==> config.mk <==
export PLATFORM = sky130hd
export DESIGN_NAME = n101_tl_repeater_cnt_flat
export DESIGN_NICKNAME = d
export VERILOG_FILES = /design/src/rtl/n101_tl_repeater_cnt_if.sv /design/src/rtl/n101_tl_repeater_cnt.sv /design/src/flat_wrapper.sv
export SDC_FILE = /design/constraint.sdc
export NUM_CORES = 1
export LEC_CHECK = 0
export CAP_MARGIN = 5
export CORE_ASPECT_RATIO = 1.25
export CORE_MARGIN = 1.5
export CORE_UTILIZATION = 40
export DETAILED_ROUTE_END_ITERATION = 10
export PLACE_DENSITY = 0.77
export SLEW_MARGIN = 10
export SYNTH_ARGS = -nofsm -noshare
export SYNTH_HDL_FRONTEND = slang
export SYNTH_SLANG_ARGS = --single-unit
==> constraint.sdc <==
create_clock -name clock -period 2.6 [get_ports clock]
set_clock_uncertainty 0.05 [all_clocks]
set_input_delay 0.26 -clock clock [delete_from_list [all_inputs] [get_ports clock]]
set_output_delay 0.26 -clock clock [all_outputs]
set_load 0.03 [all_outputs]
==> src/rtl/n101_tl_repeater_cnt_if.sv <==
// TileLink A-channel handshake bundle: valid/ready plus the A-channel fields.
// Latency: none (wires only).
// Backpressure: master drives valid and fields, slave drives ready.
// Ports (modports):
//   master - drives valid, opcode, param, size, source, address, mask, data; receives ready
//   slave  - receives valid and fields; drives ready
interface n101_tl_repeater_cnt_if #(
    parameter int AW   = 30,
    parameter int DW   = 32,
    parameter int SRCW = 2
);
    logic            valid;
    logic            ready;
    logic [2:0]      opcode;
    logic [2:0]      param;
    logic [2:0]      size;
    logic [SRCW-1:0] source;
    logic [AW-1:0]   address;
    logic [DW/8-1:0] mask;
    logic [DW-1:0]   data;

    modport master (
        output valid, opcode, param, size, source, address, mask, data,
        input  ready
    );

    modport slave (
        input  valid, opcode, param, size, source, address, mask, data,
        output ready
    );
endinterface

==> src/rtl/n101_tl_repeater_cnt.sv <==
// Counted TL A-channel repeater: one accepted request is replayed count+1 times on deq.
// Latency: first beat passes through combinationally (0 cycles); replays follow one per deq fire.
// Backpressure: enq_ready follows deq_ready while idle and is held low for the whole replay.
// Ports:
//   clock, reset (async, active-high)
//   io_abort     - drop remaining replays (ignored while idle)
//   io_full      - a saved request is being replayed
//   io_enq       - upstream A channel (slave), io_enq_count = extra beats after the first
//   io_deq       - downstream A channel (master), io_deq_beat = beat index, io_deq_last = final beat
// Build option: define N101_TL_RPT_ADDR_INC_EN to step the deq address by ADDR_STEP per beat.
// The interface instances must be built with the same AW/DW/SRCW as this module.
module n101_tl_repeater_cnt #(
    parameter int AW        = 30,
    parameter int DW        = 32,
    parameter int SRCW      = 2,
    parameter int CW        = 4,
    parameter int ADDR_STEP = 4
) (
    input  logic                   clock,
    input  logic                   reset,
    input  logic                   io_abort,
    output logic                   io_full,
    n101_tl_repeater_cnt_if.slave  io_enq,
    input  logic [CW-1:0]          io_enq_count,
    n101_tl_repeater_cnt_if.master io_deq,
    output logic [CW-1:0]          io_deq_beat,
    output logic                   io_deq_last
);

    typedef enum logic {
        IDLE   = 1'b0,
        REPLAY = 1'b1
    } state_t;

    state_t          state, state_nxt;
    logic [CW-1:0]   rem, rem_nxt;     // beats left, including the one currently offered
    logic [CW-1:0]   beat, beat_nxt;
    logic            capture;
    logic            advance;

    logic [2:0]      saved_opcode;
    logic [2:0]      saved_param;
    logic [2:0]      saved_size;
    logic [SRCW-1:0] saved_source;
    logic [AW-1:0]   saved_address;
    logic [DW/8-1:0] saved_mask;
    logic [DW-1:0]   saved_data;

`ifdef N101_TL_RPT_ADDR_INC_EN
    // Running address of the beat currently offered in REPLAY; an adder
    // per beat replaces base + beat*ADDR_STEP.
    localparam logic [AW-1:0] STEP = AW'(ADDR_STEP);
    logic [AW-1:0]   run_addr;
`endif

    assign io_full = (state == REPLAY);

    always_comb begin
        state_nxt      = state;
        rem_nxt        = rem;
        beat_nxt       = beat;
        capture        = 1'b0;
        advance        = 1'b0;
        // Idle pass-through by default.
        io_enq.ready   = io_deq.ready;
        io_deq.valid   = io_enq.valid;
        io_deq.opcode  = io_enq.opcode;
        io_deq.param   = io_enq.param;
        io_deq.size    = io_enq.size;
        io_deq.source  = io_enq.source;
        io_deq.address = io_enq.address;
        io_deq.mask    = io_enq.mask;
        io_deq.data    = io_enq.data;
        io_deq_beat    = '0;
        io_deq_last    = (io_enq_count == '0);

        case (state)
            IDLE: begin
                // First beat goes out combinationally; only multi-beat requests are saved.
                if (io_enq.valid && io_deq.ready && (io_enq_count != '0)) begin
                    capture   = 1'b1;
                    state_nxt = REPLAY;
                    rem_nxt   = io_enq_count;
                    beat_nxt  = CW'(1);
                end
            end
            REPLAY: begin
                io_enq.ready   = 1'b0;
                io_deq.valid   = 1'b1;
                io_deq.opcode  = saved_opcode;
                io_deq.param   = saved_param;
                io_deq.size    = saved_size;
                io_deq.source  = saved_source;
`ifdef N101_TL_RPT_ADDR_INC_EN
                io_deq.address = run_addr;
`else
                io_deq.address = saved_address;
`endif
                io_deq.mask    = saved_mask;
                io_deq.data    = saved_data;
                io_deq_beat    = beat;
                io_deq_last    = (rem == CW'(1));

                // Abort beats a simultaneous fire: that beat is delivered, nothing after it.
                if (io_abort) begin
                    state_nxt = IDLE;
                    rem_nxt   = '0;
                    beat_nxt  = '0;
                end else if (io_deq.ready) begin
                    if (rem == CW'(1)) begin
                        state_nxt = IDLE;
                        rem_nxt   = '0;
                        beat_nxt  = '0;
                    end else begin
                        rem_nxt   = rem - CW'(1);
                        beat_nxt  = beat + CW'(1);
                        advance   = 1'b1;
                    end
                end
            end
            default: begin
                state_nxt = IDLE;
            end
        endcase
    end

    always_ff @(posedge clock or posedge reset) begin
        if (reset) begin
            state         <= IDLE;
            rem           <= '0;
            beat          <= '0;
            saved_opcode  <= '0;
            saved_param   <= '0;
            saved_size    <= '0;
            saved_source  <= '0;
            saved_address <= '0;
            saved_mask    <= '0;
            saved_data    <= '0;
`ifdef N101_TL_RPT_ADDR_INC_EN
            run_addr      <= '0;
`endif
        end else begin
            state <= state_nxt;
            rem   <= rem_nxt;
            beat  <= beat_nxt;
            if (capture) begin
                saved_opcode  <= io_enq.opcode;
                saved_param   <= io_enq.param;
                saved_size    <= io_enq.size;
                saved_source  <= io_enq.source;
                saved_address <= io_enq.address;
                saved_mask    <= io_enq.mask;
                saved_data    <= io_enq.data;
            end
`ifdef N101_TL_RPT_ADDR_INC_EN
            // Beat 0 went out at the enq address, so the first replay starts one step on.
            if (capture) begin
                run_addr <= io_enq.address + STEP;
            end else if (advance) begin
                run_addr <= run_addr + STEP;
            end
`endif
        end
    end

endmodule

==> src/flat_wrapper.sv <==
// flat-port wrapper written by rule: the top's interface ports become plain ports
module n101_tl_repeater_cnt_flat 
#(
    parameter int AW        = 30,
    parameter int DW        = 32,
    parameter int SRCW      = 2,
    parameter int CW        = 4,
    parameter int ADDR_STEP = 4
)
  (clock, reset, io_abort, io_full, io_enq_count, io_deq_beat, io_deq_last, io_enq_valid, io_enq_opcode, io_enq_param, io_enq_size, io_enq_source, io_enq_address, io_enq_mask, io_enq_data, io_enq_ready, io_deq_valid, io_deq_opcode, io_deq_param, io_deq_size, io_deq_source, io_deq_address, io_deq_mask, io_deq_data, io_deq_ready);
  n101_tl_repeater_cnt_if #(.AW(AW), .DW(DW), .SRCW(SRCW)) io_enq_i ();
  n101_tl_repeater_cnt_if #(.AW(AW), .DW(DW), .SRCW(SRCW)) io_deq_i ();
  input  logic clock;
  input  logic reset;
  input  logic io_abort;
  output logic io_full;
  input  logic [CW-1:0] io_enq_count;
  output logic [CW-1:0] io_deq_beat;
  output logic io_deq_last;
  input wire logic [$bits(io_enq_i.valid)-1:0] io_enq_valid;
  input wire logic [$bits(io_enq_i.opcode)-1:0] io_enq_opcode;
  input wire logic [$bits(io_enq_i.param)-1:0] io_enq_param;
  input wire logic [$bits(io_enq_i.size)-1:0] io_enq_size;
  input wire logic [$bits(io_enq_i.source)-1:0] io_enq_source;
  input wire logic [$bits(io_enq_i.address)-1:0] io_enq_address;
  input wire logic [$bits(io_enq_i.mask)-1:0] io_enq_mask;
  input wire logic [$bits(io_enq_i.data)-1:0] io_enq_data;
  output wire logic [$bits(io_enq_i.ready)-1:0] io_enq_ready;
  output wire logic [$bits(io_deq_i.valid)-1:0] io_deq_valid;
  output wire logic [$bits(io_deq_i.opcode)-1:0] io_deq_opcode;
  output wire logic [$bits(io_deq_i.param)-1:0] io_deq_param;
  output wire logic [$bits(io_deq_i.size)-1:0] io_deq_size;
  output wire logic [$bits(io_deq_i.source)-1:0] io_deq_source;
  output wire logic [$bits(io_deq_i.address)-1:0] io_deq_address;
  output wire logic [$bits(io_deq_i.mask)-1:0] io_deq_mask;
  output wire logic [$bits(io_deq_i.data)-1:0] io_deq_data;
  input wire logic [$bits(io_deq_i.ready)-1:0] io_deq_ready;
  assign io_enq_i.valid = io_enq_valid;
  assign io_enq_i.opcode = io_enq_opcode;
  assign io_enq_i.param = io_enq_param;
  assign io_enq_i.size = io_enq_size;
  assign io_enq_i.source = io_enq_source;
  assign io_enq_i.address = io_enq_address;
  assign io_enq_i.mask = io_enq_mask;
  assign io_enq_i.data = io_enq_data;
  assign io_enq_ready = io_enq_i.ready;
  assign io_deq_valid = io_deq_i.valid;
  assign io_deq_opcode = io_deq_i.opcode;
  assign io_deq_param = io_deq_i.param;
  assign io_deq_size = io_deq_i.size;
  assign io_deq_source = io_deq_i.source;
  assign io_deq_address = io_deq_i.address;
  assign io_deq_mask = io_deq_i.mask;
  assign io_deq_data = io_deq_i.data;
  assign io_deq_i.ready = io_deq_ready;
  n101_tl_repeater_cnt #(.AW(AW), .DW(DW), .SRCW(SRCW), .CW(CW), .ADDR_STEP(ADDR_STEP)) u_core (.clock(clock), .reset(reset), .io_abort(io_abort), .io_full(io_full), .io_enq(io_enq_i), .io_enq_count(io_enq_count), .io_deq(io_deq_i), .io_deq_beat(io_deq_beat), .io_deq_last(io_deq_last));
endmodule
-- Word level (Yosys, flattened, before mapping)
Cells that the tools add are included.
- equal/unequal tests: 3
- bitwise gates (word level): 1
- add/subtract/negate cells: 2
- reductions and logical operators: 5
- muxes and demuxes: 27
- operators with widths (kind ; number):
    4-bit two-way mux ; 10
    32-bit two-way mux ; 1
    30-bit two-way mux ; 1
    4-bit one-hot mux with 2 select lines ; 2
    3-bit two-way mux ; 3
    1-bit two-way mux ; 8
    4-bit by 1-bit adder with 4-bit output (second input constant) ; 1
    4-bit by 1-bit == test with 1-bit output (second input constant) ; 1
    4-bit zero test ; 1
    4-bit nonzero test ; 1
    4-bit by 1-bit subtractor with 4-bit output (second input constant) ; 1
    3-bit inequality test (second input constant) ; 1
    1-bit logical AND ; 2
    2-bit two-way mux ; 1
    2-bit by 1-bit inequality test with 1-bit output (second input constant) ; 1
    1-bit one-hot mux with 2 select lines ; 1
    2-bit AND reduction ; 1
    1-bit inverter ; 1
- logic and storage cells: 48
- register bits: 86
- bits of input ports: 86
- output and inout port bits: 85

-- Depth between registers and ports, before layout
Gate-level depths: netlist of the first run.
- word-level depth: 5
- mapped depth: 6
- mapped depth without buffers: 5

-- Worst setup path after synthesis of the first run
OpenSTA, ideal clock, no wires.
- path kind: register to output
- start: reg u_core.state, in the netlist u_core.io_full
- end: out io_deq_last
- data required time: 2.290 ns
- data arrival time: 1.764 ns
- stages on the path, launching flop included: 5
- buffers on the path: 3
- setup slack: 0.526 ns
- cells stage by stage: dfrtp_1 -> clkbuf_1 -> clkbuf_1 -> buf_2 -> o21ai_0
- cells in the longest elaborated chain, start to end: 1
- ends and longest elaborated chain (item ; line ; RTL):
    start: declaration ; n101_tl_repeater_cnt.sv:35 ; state_t state, state_nxt;
    start signal: assignment ; n101_tl_repeater_cnt.sv:143 ; state <= state_nxt;
    1-bit two-way mux ; n101_tl_repeater_cnt.sv:77 ; case (state)
    end: declaration ; flat_wrapper.sv:19 ; output logic io_deq_last;
Every way passes these cells.

-- Worst setup path after layout of the first run
- start: reg u_core.state, in the netlist u_core.io_full
- end: out io_deq_address[28]
- cells in the longest elaborated chain, start to end: 1
- ends and longest elaborated chain (item ; line ; RTL):
    30-bit two-way mux ; n101_tl_repeater_cnt.sv:77 ;
    end: declaration ; flat_wrapper.sv:34 ; output wire logic [$bits(io_deq_i.address)-1:0] io_deq_address;
Every way passes these cells.

==> flow_metrics.tcl, run 1 <==
set metrics [dict create \
    synth_seq_cells 86 \
    ys_seq_area_share_pct 48.7 \
    critical_path_buf_inv_count 2 \
    routed_wl_um 10400 \
    synth_compound_area_share_pct 2.86 \
    preCtsSetupSlack_ns 0.238 \
    cts.htree.levels 3 \
    hold_buffers 0 \
    post_dp_cell_area_mm2 0.00632 \
    synthSimpleGateAreaFrac_pct 4.08 \
    final.setup.tns_ns 0 \
    n_antenna_cell 0 \
    startpoint_type "flip-flop" \
    cp-end-kind "primary output" \
    path_max_fanout 22 \
    grtUsageTotal_pct 17.7 \
    tightest_slew_ns 0.603 \
    cts_made_buffers 9 \
    firstDrtPassIters 4 \
    gp_congestion 0.806 \
    rsz0062_at_grt "no" \
    avgSynthCellArea_um2 13.8 \
    grt_pass1_vias 3345 \
    maxCapViolations 0 \
    crit_family "buffers and inverters" \
    fmax_mhz 399 \
    start_util_pct 41.4 \
    die_w_um 97.0 \
    dp.cells 614 \
    power.leakage_nw 2.66 \
    synth_mux_area_share_pct 40.2 \
    drtIter0Drc 98 \
    ios 171 \
    yosysMostFrequentCell "mux2_2" \
    critPathKind "flip-flop to primary output" \
    syn_to_final_growth_pct 49.9 \
    p_int_mw 3.43 \
    nFillCells 848 \
    yosys-top-cells-area "dfrtp_1, mux2_2, mux2_1, buf_2, inv_1" \
    cp_cell_sequence "buf_4, mux2_2, clkdlybuf4s50_1" \
    core_mm2 0.0107 \
    min_period_ns 2.50 \
    synth_fa_ha_area_share_pct 0.849 \
    whs_ns 0.246 \
    drcViolationCount 0 \
    hold_viol_final 0 \
    r2r_setup_slack_ns 0.56 \
    r2r_end "u_core.saved_address[1]" \
    p_switching_mw 1.56 \
    p_seq_share_pct 36.9 \
    status "completed" \
    vias_per_cell 5.10 \
    synth_top_family_by_area "multiplexers" \
    reg2reg_depth 4 \
    critPathSlowestCell "dfrtp_4" \
    p_clk_share_pct 26.0 \
    synth_common_cells "mux2_2, dfrtp_1, mux2_1, buf_2, inv_1" \
    antenna_found_initial 0 \
    vias 3215 \
    syn_area_mm2 0.00442 \
    synthFlopType "dfrtp_1" \
    cts-root-buf "clkbuf_16" \
    relSlewSlack_pct 59.7 \
    peakVddDrop_mv 0.454 \
    r2r_start "u_core.io_full" \
    setup_viol 0 \
    layout.cells.non_filler 630 \
    hpwl_um 7540 \
    hp-class "primary input to asynchronous set/reset pin" \
    grt_max_degree 79 \
    clkTransAtPathRegs_ns 0.06 \
    cp.required_ns 2.29 \
    fin_nets 582 \
    yosysUniqueCellTypes 42 \
    yosysTopAreaCell "dfrtp_1" \
    insertion_delay_ns 0.33 \
    synthCells 320 \
    combinationalPowerShare_pct 37.1 \
    clkSinkCount 86 \
    cts_max_path_buffers 2 \
    cts_tree "done" \
    arrival_ns 2.19 \
    min_period_over_period_pct 96.3 \
    synthArstFlopShare_pct 100 \
    finalMaxSlewViolations 0 \
    rows 42 \
    yosys_warnings 0 \
    p_per_area_mw_per_mm2 753 \
    syn_nets 409 \
    drive_gt1_share_pct 33.7 \
    wire_per_inst_um 16.5 \
    grt-ovfl-total 0 \
    fin_area_mm2 0.00663 \
    setup_ws_ns 0.0964 \
    max_stage_delay_ns 0.60 \
    die_h_um 121 \
    io_buffers 170 \
    synth_edf_count 0 \
    grt_pass1_wl_um 16600 \
    dieArea_mm2 0.0117 \
    sw_frac_of_total_pct 31.3 \
    drtAntennaViolNets 0 \
    synth.top_cell.area_share_pct 48.7 \
    synth-xor-area-share_pct 0 \
]
## sequential cells by signal (all words and copies together), names as in the netlist
name                  count
u_core.saved_opcode       3
u_core.saved_size         3
u_core.rem                4
u_core.io_full            1
u_core.saved_source       2
u_core.saved_param        3
u_core.beat               4
u_core.saved_mask         4
u_core.saved_address     30
u_core.saved_data        32
## what timing repair did
action	4_1_cts	5_1_grt
buffers inserted	0	0
endpoints found under the setup margin	1	0
endpoints found under the hold margin	0	0
gates resized for setup	1	0
## logic make-up (layout without fill, tap and decap cells)
kind of cell | count (synthesis) | in the layout
AO/OA/AOI/OAI | 18 | 18
AND/OR/NAND/NOR | 25 | 25
adder cells (fa/ha/maj) | 3 | 3
multiplexers | 158 | 158
buffers and inverters | 30 | 208
flip-flops | 86 | 86
## worst reg2reg max path, cell delays in order, from the launching register on
cell	delay, ns
dfrtp_4	0.60
buf_12	0.22
nor3_4	0.23
buf_12	0.35
mux2_2	0.47
## per-layer routing
layer,global-route usage [%],routed length [µm],share of wire [%],up-vias
met4,5.80,173,1.7,0
li1,-,-,-,1517
met2,31.9,5530,53,93
met3,5.38,610,5.9,13
met1,19.8,4080,39,1592
met5,0,0,0,-
## power groups by stage
stage	registers (mW)	logic, mW	clock network, mW
6_report	1.84	1.85	1.30
5_1_grt	1.89	1.96	1.38
4_1_cts	1.84	1.88	1.34
3_5_place_dp	1.87	1.86	0
3_3_place_gp	1.84	1.84	0
2_1_floorplan	1.80	1.21	0
## how the worst max path moves through the flow
stage | from | endpoint | cells after the start
6_report | u_core.io_full | io_deq_address[28] | 3
2_1_floorplan | reset | u_core.beat[0] | 1
3_5_place_dp | io_enq_count[0] | io_deq_last | 4
3_3_place_gp | io_enq_count[0] | io_deq_last | 4
5_1_grt | u_core.io_full | io_deq_address[28] | 3
4_1_cts | u_core.io_full | io_deq_address[5] | 3
## cells in the final DEF, fill, tap and decap left out, drive strengths merged, types with 2 or more instances in the layout
cell	count
nand4	2
o211ai	2
ha	3
mux2i	2
mux2	156
clkdlybuf4s50	169
nor2b	3
nor3	2
o21ai	5
and2	2
nor2	2
nand2b	2
buf	11
inv	10
clkbuf	13
a21oi	2
clkinv	2
dfrtp	86
nand3	2
## final cells by class
cell class	count	area [µm²]	area share, %
Inverter	11	42.5	0.642
Tap cell	132	165	2.49
Multi-Input combinational cell	204	2130	32.1
Timing Repair Buffer	181	1830	27.7
Clock inverter	3	42.5	0.642
Clock buffer	13	260	3.93
Sequential cell	86	2160	32.5
## metrics by stage
stage | utilization (%) | power, mW
5_1_grt | 62.1 | 5.23
4_1_cts | 62.1 | 5.06
3_3_place_gp | 59.3 | 3.68
3_5_place_dp | 59.3 | 3.73
2_1_floorplan | - | 3.00
6_report | 62.1 | 4.99
(Power assumes the default switching activity.)
==> run 2: changes to the inputs <==
Settings changed: MAX_ROUTING_LAYER from default to met4.
==> run 2 against run 1 <==
Compared with the run above: utilization is 0.72 points higher; first-iteration DRC count is 1.0% higher; worst setup slack better by 0.060 ns; non-clock buffer count is 1 higher; hold slack worse by 0.0033 ns; wire length is 2.2% higher; sequential power hardly changed; critical endpoint is now io_deq_address[5]; largest cell class unchanged.
==> flow_metrics.tcl, run 2 (synthesis gave the netlist of run 1 again) <==
set metrics [dict create \
    die_w_um 97.0 \
    tightest_slew_ns 0.571 \
    peakVddDrop_mv 0.518 \
    multiInputGateArea_mm2 0.00213 \
    grtUsageTotal_pct 19.0 \
    arrival_ns 2.13 \
    max_flop_register "u_core.saved_data" \
    mostFrequentLayoutCells "clkdlybuf4s50_1, mux2_2, dfrtp_1, mux2_1, inv_1" \
    setup_ws_ns 0.156 \
    fin_area_mm2 0.00670 \
    regArea_mm2 0.00216 \
    layout.cells.non_filler 631 \
    clkTransAtPathRegs_ns 0.06 \
    min_period_over_period_pct 94.0 \
    final.setup.tns_ns 0 \
    p_per_area_mw_per_mm2 788 \
    nFillCells 826 \
    dp.cells 614 \
    firstDrtPassIters 4 \
    top_regs "u_core.saved_data: 32 flops, u_core.saved_address: 30 flops" \
    cts-root-buf "clkbuf_16" \
    core_mm2 0.0107 \
    cts.htree.levels 3 \
    status "completed" \
    gp_congestion 0.825 \
    path_max_fanout 15 \
    rsz0062_at_grt "no" \
    final_common_cell "clkdlybuf4s50_1" \
    fmax_mhz 409 \
    syn_to_final_growth_pct 51.7 \
    grt_pass1_vias 3436 \
    largest_reg_flops 32 \
    grt-ovfl-total 0 \
    startpoint_type "flip-flop" \
    clkSinkCount 86 \
    grt_pass1_wl_um 17200 \
    hold_viol_final 0 \
    io_buffers 170 \
    total_power_mw 5.28 \
    start_util_pct 41.4 \
    cp.required_ns 2.29 \
    relSlewSlack_pct 61.9 \
    n_antenna_cell 0 \
    vias_per_cell 5.17 \
    hpwl_um 7590 \
    cp-end-kind "primary output" \
    whs_ns 0.243 \
    routed_wl_um 10600 \
    min_period_ns 2.44 \
    insertion_delay_ns 0.33 \
    ios 171 \
    drcViolationCount 0 \
    drtAntennaViolNets 0 \
    dieArea_mm2 0.0117 \
    drtIter0Drc 99 \
    setup_viol 0 \
    utilization_pct 62.8 \
    preCtsSetupSlack_ns 0.203 \
    cts_made_buffers 9 \
    drive_gt1_share_pct 34.1 \
    cts_max_path_buffers 2 \
    hp-class "primary input to asynchronous set/reset pin" \
    critPathKind "flip-flop to primary output" \
    vias 3264 \
    rows 42 \
    finalMaxSlewViolations 0 \
    power.leakage_nw 2.70 \
    wire_per_inst_um 16.8 \
    grt_max_degree 79 \
    cts_tree "done" \
    post_dp_cell_area_mm2 0.00632 \
    fin_nets 583 \
    die_h_um 121 \
    antenna_found_initial 0 \
    maxCapViolations 0 \
]
==> run 2: cell types whose count changed in the layout (fill, tap and decap cells not counted), sizes merged <==
| cell | delta |
|---|---|
| clkbuf | -2 |
| clkinvlp | -1 |
| clkinv | -1 |
| bufinv | +3 |
| inv | +1 |
| buf | +1 |
==> run 2: per-layer routing <==
metal	global-route usage, %	routed length (µm)
met5	-	0
met4	7.07	190
met3	4.28	490
met2	32.1	5660
met1	22.2	4270
==> run 2: path summary, 6_finish.rpt <==
| path | startpoint | end | slack, ns | cells after the start |
|---|---|---|---|---|
| worst max-delay path | u_core.io_full | io_deq_address[5] | 0.16 | 3 |
| worst max register to register | u_core.io_full | u_core.saved_address[1] | 0.58 | 4 |
| min in group clock | u_core.saved_data[26] | u_core.saved_data[26] | 0.43 | 1 |
| worst min-delay path | reset | u_core.saved_mask[2] | 0.24 | 2 |
| worst min register to register | u_core.saved_data[26] | u_core.saved_data[26] | 0.43 | 1 |
| max in group asynchronous | reset | u_core.saved_data[3] | 1.62 | 3 |
==> run 2: final cells by class <==
class,count,area share (%)
clock buffers,11,3.62
clock inverters,5,1.92
inverters,11,0.635
multi-input cells,204,31.7
flip-flops and latches,86,32.2
well taps,132,2.46
repair buffers,182,27.5
==> run 2: report_power, final <==
part / leakage (nW) / internal, mW / switching [mW]
registers: 1.02 / 1.66 / 0.176
clock network: 0.180 / 1.07 / 0.517
logic: 1.51 / 0.973 / 0.890
total: 2.70 / 3.70 / 1.58
==> run 2: critical path: stages (launching register included) <==
cell             delay (ns)
dfrtp_4                0.55
buf_4                  0.27
mux2_2                 0.38
clkdlybuf4s50_1        0.60
==> run 2: what timing repair did <==
action                                 4_1_cts  5_1_grt
endpoints found under the hold margin        0        0
hold buffers                                 0        0
buffers inserted                             0        1
resized for setup                            1        0
setup endpoints to repair                    1       10
gates cloned                                 0        0
